File: config.mk
export PLATFORM = sky130hd
export DESIGN_NAME = countdown_timer_ctrl_flat
export DESIGN_NICKNAME = d
export VERILOG_FILES = /design/src/rtl/countdown_timer_ctrl_if.sv /design/src/rtl/countdown_timer_ctrl.sv /design/src/flat_wrapper.sv
export SDC_FILE = /design/constraint.sdc
export NUM_CORES = 1
export LEC_CHECK = 0
export CAP_MARGIN = 25
export CORE_MARGIN = 2
export CORE_UTILIZATION = 60
export DETAILED_ROUTE_END_ITERATION = 6
export PLACE_DENSITY_LB_ADDON = 0.3
export SLEW_MARGIN = 20
export SYNTH_ARGS = -nofsm -noshare
export SYNTH_HDL_FRONTEND = slang
export SYNTH_SLANG_ARGS = --single-unit
File: constraint.sdc
create_clock -name clk -period 3.3 [get_ports clk]
set_clock_uncertainty 0.05 [all_clocks]
set_input_delay 0.33 -clock clk [delete_from_list [all_inputs] [get_ports clk]]
set_output_delay 0.33 -clock clk [all_outputs]
set_load 0.005 [all_outputs]
File: src/rtl/countdown_timer_ctrl_if.sv
// Button and display bundle for the MM:SS countdown timer controller.
// The master side drives the debounced button levels; the slave side drives the display fields.
interface countdown_timer_ctrl_if;
  logic       btn_mode_i;
  logic       btn_inc_i;
  logic       btn_start_i;
  logic [7:0] min_o;
  logic [7:0] sec_o;
  logic [1:0] flick_o;
  logic       running_o;
  logic       done_o;

  modport master (
    output btn_mode_i, btn_inc_i, btn_start_i,
    input  min_o, sec_o, flick_o, running_o, done_o
  );

  modport slave (
    input  btn_mode_i, btn_inc_i, btn_start_i,
    output min_o, sec_o, flick_o, running_o, done_o
  );
endinterface

File: src/rtl/countdown_timer_ctrl.sv
// Mode/sequence controller for the MM:SS countdown timer: button edge detection,
// set/run/pause/done sequencing and the BCD minute/second registers.
module countdown_timer_ctrl #(
  parameter int TICK_DIV = 100000000,
  parameter int CNT_W    = 27
) (
  input  logic                   clk,
  input  logic                   rst,
  countdown_timer_ctrl_if.slave  bus
);

  typedef enum logic [2:0] {
    S_IDLE,
    S_SET_MIN,
    S_SET_SEC,
    S_RUN,
    S_PAUSE,
    S_DONE
  } state_e;

  localparam logic [CNT_W-1:0] TICK_LAST = CNT_W'(TICK_DIV - 1);

  // BCD +1 within 00..59, wrapping 59 -> 00.
  function automatic logic [7:0] bcd_inc59(input logic [7:0] v);
    logic [7:0] r;
    if (v == 8'h59)          r = 8'h00;
    else if (v[3:0] == 4'd9) r = {v[7:4] + 4'd1, 4'd0};
    else                     r = {v[7:4], v[3:0] + 4'd1};
    return r;
  endfunction

  // BCD -1 for a nonzero value: units 0 borrows from tens.
  function automatic logic [7:0] bcd_dec(input logic [7:0] v);
    logic [7:0] r;
    if (v[3:0] != 4'd0) r = {v[7:4], v[3:0] - 4'd1};
    else                r = {v[7:4] - 4'd1, 4'd9};
    return r;
  endfunction

  // One-second decrement of {min, sec}; 00:00 saturates.
  function automatic logic [15:0] time_dec(input logic [7:0] m_v, input logic [7:0] s_v);
    logic [15:0] r;
    if (s_v != 8'h00)      r = {m_v, bcd_dec(s_v)};
    else if (m_v != 8'h00) r = {bcd_dec(m_v), 8'h59};
    else                   r = 16'h0000;
    return r;
  endfunction

  state_e           state_q, state_d;
  logic [7:0]       min_q, min_d;
  logic [7:0]       sec_q, sec_d;
  logic [CNT_W-1:0] cnt_q, cnt_d;
  logic [2:0]       btn_hist_q, btn_hist_d;   // {start, mode, inc}
  logic [1:0]       flick_q, flick_d;
  logic             running_q, running_d;
  logic             done_q, done_d;

  logic [2:0]       btn_lvl;
  logic [2:0]       press;
  logic             start_p, mode_p, inc_p;
  logic             nonzero;
  logic             tick;
  logic [15:0]      dec_time;
  logic             dec_zero;

  assign btn_lvl  = {bus.btn_start_i, bus.btn_mode_i, bus.btn_inc_i};
  assign press    = btn_lvl & ~btn_hist_q;
  assign start_p  = press[2];
  assign mode_p   = press[1] & ~press[2];
  assign inc_p    = press[0] & ~press[1] & ~press[2];
  assign nonzero  = {min_q, sec_q} != 16'h0000;
  assign tick     = cnt_q == TICK_LAST;
  assign dec_time = time_dec(min_q, sec_q);
  assign dec_zero = dec_time == 16'h0000;

  // NOTE: every always_comb output gets a default before the case so no path leaves it unassigned and infers a latch.
  always_comb begin
    state_d    = state_q;
    min_d      = min_q;
    sec_d      = sec_q;
    cnt_d      = cnt_q;
    btn_hist_d = btn_lvl;

    unique case (state_q)
      S_IDLE: begin
        if (start_p) begin
          if (nonzero) begin
            state_d = S_RUN;
            cnt_d   = '0;
          end
        end else if (mode_p) begin
          state_d = S_SET_MIN;
        end
      end

      S_SET_MIN: begin
        if (start_p) begin
          state_d = nonzero ? S_RUN : S_IDLE;
          cnt_d   = '0;
        end else if (mode_p) begin
          state_d = S_SET_SEC;
        end else if (inc_p) begin
          min_d = bcd_inc59(min_q);
        end
      end

      S_SET_SEC: begin
        if (start_p) begin
          state_d = nonzero ? S_RUN : S_IDLE;
          cnt_d   = '0;
        end else if (mode_p) begin
          state_d = S_IDLE;
        end else if (inc_p) begin
          sec_d = bcd_inc59(sec_q);
        end
      end

      S_RUN: begin
        // The counter keeps stepping on the edge that pauses, so a tick there still lands.
        if (tick) begin
          {min_d, sec_d} = dec_time;
          cnt_d          = '0;
        end else begin
          cnt_d = cnt_q + CNT_W'(1);
        end
        if (tick && dec_zero) begin
          state_d = S_DONE;
          cnt_d   = '0;
        end else if (start_p) begin
          state_d = S_PAUSE;
        end
      end

      S_PAUSE: begin
        if (start_p) begin
          state_d = S_RUN;
        end else if (mode_p) begin
          state_d = S_SET_MIN;
          cnt_d   = '0;
        end
      end

      S_DONE: begin
        if (start_p || mode_p) state_d = S_IDLE;
      end

      default: begin
        state_d = S_IDLE;
        cnt_d   = '0;
      end
    endcase

    flick_d   = 2'b00;
    running_d = 1'b0;
    done_d    = 1'b0;
    unique case (state_d)
      S_SET_MIN: flick_d = 2'b10;
      S_SET_SEC: flick_d = 2'b01;
      S_PAUSE:   flick_d = 2'b11;
      S_DONE: begin
        flick_d = 2'b11;
        done_d  = 1'b1;
      end
      S_RUN:     running_d = 1'b1;
      default:   flick_d = 2'b00;
    endcase
  end

  // NOTE: sequential state uses non-blocking assignments so every flop samples pre-edge values.
  always_ff @(posedge clk or posedge rst) begin
    if (rst) begin
      state_q    <= S_IDLE;
      min_q      <= 8'h00;
      sec_q      <= 8'h00;
      cnt_q      <= '0;
      btn_hist_q <= 3'b000;
      flick_q    <= 2'b00;
      running_q  <= 1'b0;
      done_q     <= 1'b0;
    end else begin
      state_q    <= state_d;
      min_q      <= min_d;
      sec_q      <= sec_d;
      cnt_q      <= cnt_d;
      btn_hist_q <= btn_hist_d;
      flick_q    <= flick_d;
      running_q  <= running_d;
      done_q     <= done_d;
    end
  end

  assign bus.min_o     = min_q;
  assign bus.sec_o     = sec_q;
  assign bus.flick_o   = flick_q;
  assign bus.running_o = running_q;
  assign bus.done_o    = done_q;

endmodule

File: src/flat_wrapper.sv
// flat-port wrapper written by rule: the top's interface ports become plain ports
module countdown_timer_ctrl_flat 
#(
  parameter int TICK_DIV = 100000000,
  parameter int CNT_W    = 27
)
  (clk, rst, bus_btn_mode_i, bus_btn_inc_i, bus_btn_start_i, bus_min_o, bus_sec_o, bus_flick_o, bus_running_o, bus_done_o);
  countdown_timer_ctrl_if bus_i ();
  input  logic clk;
  input  logic rst;
  input wire logic [$bits(bus_i.btn_mode_i)-1:0] bus_btn_mode_i;
  input wire logic [$bits(bus_i.btn_inc_i)-1:0] bus_btn_inc_i;
  input wire logic [$bits(bus_i.btn_start_i)-1:0] bus_btn_start_i;
  output wire logic [$bits(bus_i.min_o)-1:0] bus_min_o;
  output wire logic [$bits(bus_i.sec_o)-1:0] bus_sec_o;
  output wire logic [$bits(bus_i.flick_o)-1:0] bus_flick_o;
  output wire logic [$bits(bus_i.running_o)-1:0] bus_running_o;
  output wire logic [$bits(bus_i.done_o)-1:0] bus_done_o;
  assign bus_i.btn_mode_i = bus_btn_mode_i;
  assign bus_i.btn_inc_i = bus_btn_inc_i;
  assign bus_i.btn_start_i = bus_btn_start_i;
  assign bus_min_o = bus_i.min_o;
  assign bus_sec_o = bus_i.sec_o;
  assign bus_flick_o = bus_i.flick_o;
  assign bus_running_o = bus_i.running_o;
  assign bus_done_o = bus_i.done_o;
  countdown_timer_ctrl #(.TICK_DIV(TICK_DIV), .CNT_W(CNT_W)) u_core (.clk(clk), .rst(rst), .bus(bus_i));
endmodule
==> run_results.csv, run 1 <==
group,metric,value,unit
status,status,"complete, no violations",
synth,synth-edff-count,0,
synth,synth_top_cells_by_count,"dfrtp_1, nor2_1, o21ai_0",
detailed_routing,routed-via-count,3324,
global_routing,grt_max_degree,32,
finish,n_antenna_cell,0,
global_routing,antenna_found_initial,0,
synth,syn_inst,423,
sta,period_needed,3080,ps
pwr,peakVddDrop,0.0004142,V
global_routing,overflow,0,
clocking,cts-resized-gates,0,
synth,avgSynthCellArea,8.747,um^2
floorplan,die_w,82.53,um
synth,synth_fp_nets,445,
clocking,numCtsBuffers,5,
finish,postLayoutCoreUtil,0.6914,
clocking,cts_setup_buffers,0,
synth,ys_ff_latch,53,
floorplan,fp.dieH,82.53,um
finish,drive_above_1_share,0.1101,
setup_path,cp-start-kind,"flip-flop",
global_routing,grt_use_total,0.2658,
clocking,cts_root_buf,"clkbuf_8",
synth,synth_flop_cell,"dfrtp_1",
floorplan,ios,25,
detailed_routing,wl,8.577,mm
setup_path,r2r_cells,8,
place,place_hpwl,6.240,mm
clocking,htreeDepth,2,
setup_path,critPathKind,"reg -> reg",
detailed_routing,viasPerCell,6.392,
sta,hold_viol,0,
setup_path,cp_max_fo,6,
floorplan,core_area,0.005956,mm^2
clocking,tritoncts,"done",
sta,fin_crit_sh,0.9332,
global_routing,grt_pass1_wl,14.17,mm
synth,synth_top_area_frac,0.3585,
clocking,clk_pin_slew,90,ps
sta,grt_setup_unrepaired,"no",
detailed_routing,dr.pass1.iters,5,
detailed_routing,dr.first_iter.drc_count,402,
sta,report.final.slew_viol_count,0,
sta,setup_violations,0,
clocking,cts.sinks,53,
pwr,cellLeakagePower,1.727,nW
setup_path,worstReg2RegEnd,"u_core.bus.running_o$_DFF_PP0_",
floorplan,rows,28,
detailed_routing,drc_errors,0,
finish,nNetsFinal,467,
synth,synth-seq-area-share,0.3585,
setup_path,r2r-start,"u_core.bus.sec_o[1]$_DFFE_PP0P_",
sta,timing.setup.tns,0,ps
place,portBuffers,24,
synth,yosysTopAreaCell,"dfrtp_1",
synth,synth.distinct_cells,64,
clocking,hold_buffers,0,
detailed_routing,avgRoutedWirePerCell,16.49,um
synth,synthArstFlopShare,1.000,
synth,yosysMostFrequentCell,"dfrtp_1",
finish,syn_to_final_growth,11.30,%
detailed_routing,drtAntennaViolNets,0,
setup_path,rrSetupSlack,220,ps
place,place.gp.congestion,0.9555,
synth,netlist_top_cells_area,"dfrtp_1, ha_1, o21ai_0, nor2_1, xor2_1",
setup_path,crit_arrival,3230,ps
job,max_cap_viol_count,0,
setup_path,required,3450,ps
sta,slew_headroom,0.5835,
synth,yosysWarnings,0,
sta,fmax,324.7,MHz
min_path,hold_path_class,"in -> async",
pwr,p_per_area,560.2,mW/mm^2
clocking,cts_max_path_buffers,2,
synth,syn_area,0.003700,mm^2
floorplan,start_util,0.6212,
setup_path,end_kind,"flip-flop",
sta,tightestPinTransition,619.9,ps
clocking,clock_latency,310,ps
global_routing,grt_pass1_vias,3003,
floorplan,dieArea,0.006810,mm^2
-- worst max path at each step --
stage                               startpoint                             end  slack (ps)  depth (start not counted)
3_5_place_dp   u_core.bus.sec_o[1]$_DFFE_PP0P_     u_core.state_q[1]$_DFF_PP0_         260                          8
3_3_place_gp   u_core.bus.sec_o[1]$_DFFE_PP0P_  u_core.bus.running_o$_DFF_PP0_         370                          8
4_1_cts        u_core.bus.sec_o[1]$_DFFE_PP0P_  u_core.bus.running_o$_DFF_PP0_         240                          8
5_1_grt        u_core.bus.sec_o[1]$_DFFE_PP0P_     u_core.state_q[1]$_DFF_PP0_         100                          8
2_1_floorplan  u_core.bus.sec_o[0]$_DFFE_PP0P_     u_core.state_q[1]$_DFF_PP0_         450                          8
6_report       u_core.bus.sec_o[1]$_DFFE_PP0P_  u_core.bus.running_o$_DFF_PP0_         220                          8
-- where the power goes --
group	switching (mW)	total [mW]	internal [mW]
Clock	0.215	0.382	0.166
Sequential	0.145	0.877	0.731
Combinational	0.613	1.05	0.436
Total	0.973	2.31	1.33
-- state kept, by name, summed over array words and instances, names as in the netlist --
signal / flops
u_core.cnt_q: 27
u_core.bus.done_o: 1
u_core.state_q: 3
u_core.bus.sec_o: 8
u_core.btn_hist_q: 3
u_core.bus.min_o: 8
u_core.bus.flick_o: 2
u_core.bus.running_o: 1
-- stage by stage --
| step | total power [mW] | hold slack (ps) | setup WS (ps) | cell area, um^2 | cells |
|---|---|---|---|---|---|
| 4_1_cts | 2.295 | 393.1 | 240.8 | 4118 | 520 |
| 2_1_floorplan | 1.584 | 311.4 | 453.8 | 3700 | 423 |
| 5_1_grt | 2.460 | 429.3 | 98.82 | 4118 | 520 |
| 6_report | 2.307 | 361.6 | 220.4 | 4118 | 520 |
| 3_5_place_dp | 1.909 | 462.1 | 261.8 | 4028 | 513 |
| 3_3_place_gp | 1.882 | 453.4 | 366.4 | 4028 | 513 |
-- final cells by class --
cell class	count	area [um^2]
multi-input cells	333	2217
fillers	504	1838
flip-flops and latches	53	1326
repair buffers	36	330.3
well taps	75	93.84
clock buffers	6	82.58
inverters	16	60.06
clock inverters	1	7.507
-- worst max-delay path, cell delays in order (launching register included) --
cell	delay [ps]
dfrtp_1	440
inv_1	150
ha_1	220
or3b_2	530
nor4_1	260
mux2i_1	260
o211ai_1	150
or4b_1	630
a31o_2	290
-- placed cells by master, fill, tap and decap left out, drive strengths merged, types with 3 or more instances in the layout --
master,netlist,routed
a31oi,7,7
o31ai,5,5
nand2,25,25
xor2,19,19
nor3,13,13
or4b,3,3
a21oi,18,18
nor2,49,49
o41ai,4,4
o22ai,7,7
nand4,12,12
nor2b,4,4
inv,16,16
ha,17,17
buf,8,12
nand3,27,27
clkdlybuf4s50,0,24
or4,3,3
clkbuf,13,6
nor4,9,9
o21ai,41,41
nand2b,3,3
mux2i,4,4
or3,3,3
and3,8,8
nor3b,7,7
dfrtp,53,53
and2,5,5
-- routing by layer --
layer  wire length, um  share of wire  up-vias  global-route usage
met1              4035           0.47     1570              0.3911
li1                  -              -     1594                   -
met2              3783           0.44      143              0.4000
met4               126          0.015        0             0.06721
met5                 0              0        -                   0
met3               632          0.074       17             0.05326
-- kinds of logic after synthesis --
group,Yosys count,share of synthesized area
simple gates,181,0.2793
compound gates,109,0.1975
flops,53,0.3585
buf+inv,37,0.04363
xor+xnor,21,0.04971
fa+ha+maj,17,0.05749
mux,5,0.01387
No activity file was read; power rests on OpenSTA's default activity.
==> run 2: changes to the inputs <==
--- a/config.mk
+++ b/config.mk
@@ -10,7 +10,7 @@
 export CORE_UTILIZATION = 60
 export DETAILED_ROUTE_END_ITERATION = 6
 export PLACE_DENSITY_LB_ADDON = 0.3
-export SLEW_MARGIN = 20
+export SLEW_MARGIN = 0
 export SYNTH_ARGS = -nofsm -noshare
 export SYNTH_HDL_FRONTEND = slang
 export SYNTH_SLANG_ARGS = --single-unit
==> results of run 2 <==
Same layout as run 1: the final DEF is identical, and so are final timing and power.
==> run 3: changes to the inputs <==
--- a/config.mk
+++ b/config.mk
@@ -7,7 +7,7 @@
 export LEC_CHECK = 0
 export CAP_MARGIN = 25
 export CORE_MARGIN = 2
-export CORE_UTILIZATION = 60
+export CORE_UTILIZATION = 54
 export DETAILED_ROUTE_END_ITERATION = 6
 export PLACE_DENSITY_LB_ADDON = 0.3
 export SLEW_MARGIN = 0
==> constraint.sdc (replaced) <==
create_clock -name clk -period 2.7 [get_ports clk]
set_clock_uncertainty 0.05 [all_clocks]
set_input_delay 0.27 -clock clk [delete_from_list [all_inputs] [get_ports clk]]
set_output_delay 0.27 -clock clk [all_outputs]
set_load 0.005 [all_outputs]
==> run_results.csv, run 3 (synthesized netlist as in run 1, its figures left out) <==
group,metric,value,unit
setup_path,r2r-start,"u_core.bus.sec_o[1]$_DFFE_PP0P_",
sta,period_needed,2667,ps
floorplan,ios,25,
floorplan,start_util,0.5507,
finish,nNetsFinal,501,
finish,multi_input_area,0.002287,mm^2
place,portBuffers,24,
setup_path,end_kind,"flip-flop",
detailed_routing,dr.pass1.iters,4,
clocking,cts.sinks,53,
min_path,hold_path_class,"in -> async",
clocking,clk_pin_slew,100,ps
place,place_hpwl,6.691,mm
sta,fin_crit_sh,0.9877,
sta,hold_viol,0,
setup_path,rrSetupSlack,30,ps
sta,report.final.slew_viol_count,0,
global_routing,grt_pass1_vias,3307,
sta,slew_headroom,0.6192,
finish,drive_above_1_share,0.1917,
finish,seq_area,0.001328,mm^2
global_routing,grt_max_degree,22,
setup_path,cp_max_fo,5,
detailed_routing,viasPerCell,6.054,
floorplan,fp.dieH,86.78,um
clocking,cts_max_path_buffers,2,
global_routing,overflow,0,
pwr,p_per_area,700.7,mW/mm^2
setup_path,worstReg2RegEnd,"u_core.bus.running_o$_DFF_PP0_",
finish,n_antenna_cell,0,
detailed_routing,avgRoutedWirePerCell,16.20,um
detailed_routing,drc_errors,0,
finish,largest_register_ffs,27,
job,max_cap_viol_count,0,
finish,syn_to_final_growth,21.00,%
floorplan,rows,30,
finish,final_common_cell,"dfrtp_1",
detailed_routing,routed-via-count,3390,
clocking,numCtsBuffers,5,
floorplan,dieArea,0.007530,mm^2
pwr,cellLeakagePower,1.903,nW
floorplan,core_area,0.006719,mm^2
sta,fmax,375.0,MHz
sta,whs,219.2,ps
detailed_routing,dr.first_iter.drc_count,208,
clocking,cts_root_buf,"clkbuf_8",
status,status,"complete, no violations",
pwr,peakVddDrop,0.0004118,V
sta,tightestPinTransition,566.8,ps
finish,layout_common_cells,"dfrtp_1, nor2_1, buf_4, o21ai_0, nand3_1",
global_routing,antenna_found_initial,0,
global_routing,grt_use_total,0.2492,
sta,setup_violations,0,
global_routing,grt_pass1_wl,15.21,mm
place,place.gp.congestion,0.9508,
finish,regMostFlops,"u_core.cnt_q",
setup_path,critPathKind,"reg -> reg",
setup_path,cp-start-kind,"flip-flop",
clocking,tritoncts,"done",
finish,postLayoutCoreUtil,0.6663,
setup_path,required,2860,ps
clocking,htreeDepth,2,
detailed_routing,wl,9.074,mm
finish,fillers,541,
floorplan,die_w,86.78,um
setup_path,r2r_cells,8,
setup_path,crit_arrival,2820,ps
clocking,clock_latency,310,ps
detailed_routing,drtAntennaViolNets,0,
[run 3: changes by cell type in the layout (fill, tap and decap cells not counted), sizes merged]
cell / delta
buf: +34
bufinv: +1
clkbuf: -1
clkinv: +1
clkinvlp: -1
inv: +1
[run 3: worst max-delay path by stage]
| stage | startpoint | to | slack [ps] | cells after the start |
|---|---|---|---|---|
| floorplan | u_core.bus.sec_o[0]$_DFFE_PP0P_ | u_core.state_q[1]$_DFF_PP0_ | 80 | 8 |
| global route | u_core.cnt_q[17]$_DFFE_PP0P_ | u_core.bus.sec_o[7]$_DFFE_PP0P_ | -40 | 6 |
| detailed placement | u_core.bus.sec_o[0]$_DFFE_PP0P_ | u_core.bus.running_o$_DFF_PP0_ | 10 | 8 |
| global placement | u_core.bus.sec_o[0]$_DFFE_PP0P_ | u_core.bus.running_o$_DFF_PP0_ | 80 | 8 |
| CTS | u_core.bus.sec_o[0]$_DFFE_PP0P_ | u_core.bus.running_o$_DFF_PP0_ | 5 | 8 |
| finish | u_core.bus.sec_o[1]$_DFFE_PP0P_ | u_core.bus.running_o$_DFF_PP0_ | 30 | 8 |
[run 3: power breakdown]
group,switching [mW],internal [mW]
sequential,0.141,0.896
clock,0.277,0.278
combinational,0.846,0.699
[run 3: per-stage QoR]
step	power [mW]	TNS, ps	setup slack (ps)	instance area (um^2)	instances
after floorplan	1.945	0	80.26	3714	423
after global placement	2.469	0	82.72	4273	548
after detailed placement	2.502	0	10.39	4273	548
after CTS	3.061	0	4.894	4393	557
after global routing	3.354	-71.47	-36.24	4477	560
final	3.137	0	33.08	4477	560
[run 3: what timing repair did]
action / CTS / global route
resized for setup: 0 / 12
pin swaps: 0 / 3
hold buffers: 0 / 0
buffers inserted: 1 / 3
endpoints found under the setup margin: 1 / 8
[run 3: final cells by class]
class                           instances  share of cell area
Clock buffer                            5             0.01537
Clock inverter                          3            0.009782
Inverter                               16             0.01342
Multi-Input combinational cell        333              0.5109
Sequential cell                        53              0.2965
Tap cell                               80             0.02236
Timing Repair Buffer                   70              0.1316
[run 3: worst max-delay path, stage by stage, from the launching register on]
cell      delay, ps
dfrtp_1         420
buf_4           150
ha_1            200
or2_2           320
or3_1           310
o22ai_1         170
o211ai_1        140
or4b_4          540
a31o_2          270
[run 3: per-layer routing]
layer	part of all wire	track usage
met5	0	0
met3	0.040	0.04000
met1	0.43	0.3177
met2	0.52	0.4378
met4	0.017	0.06676
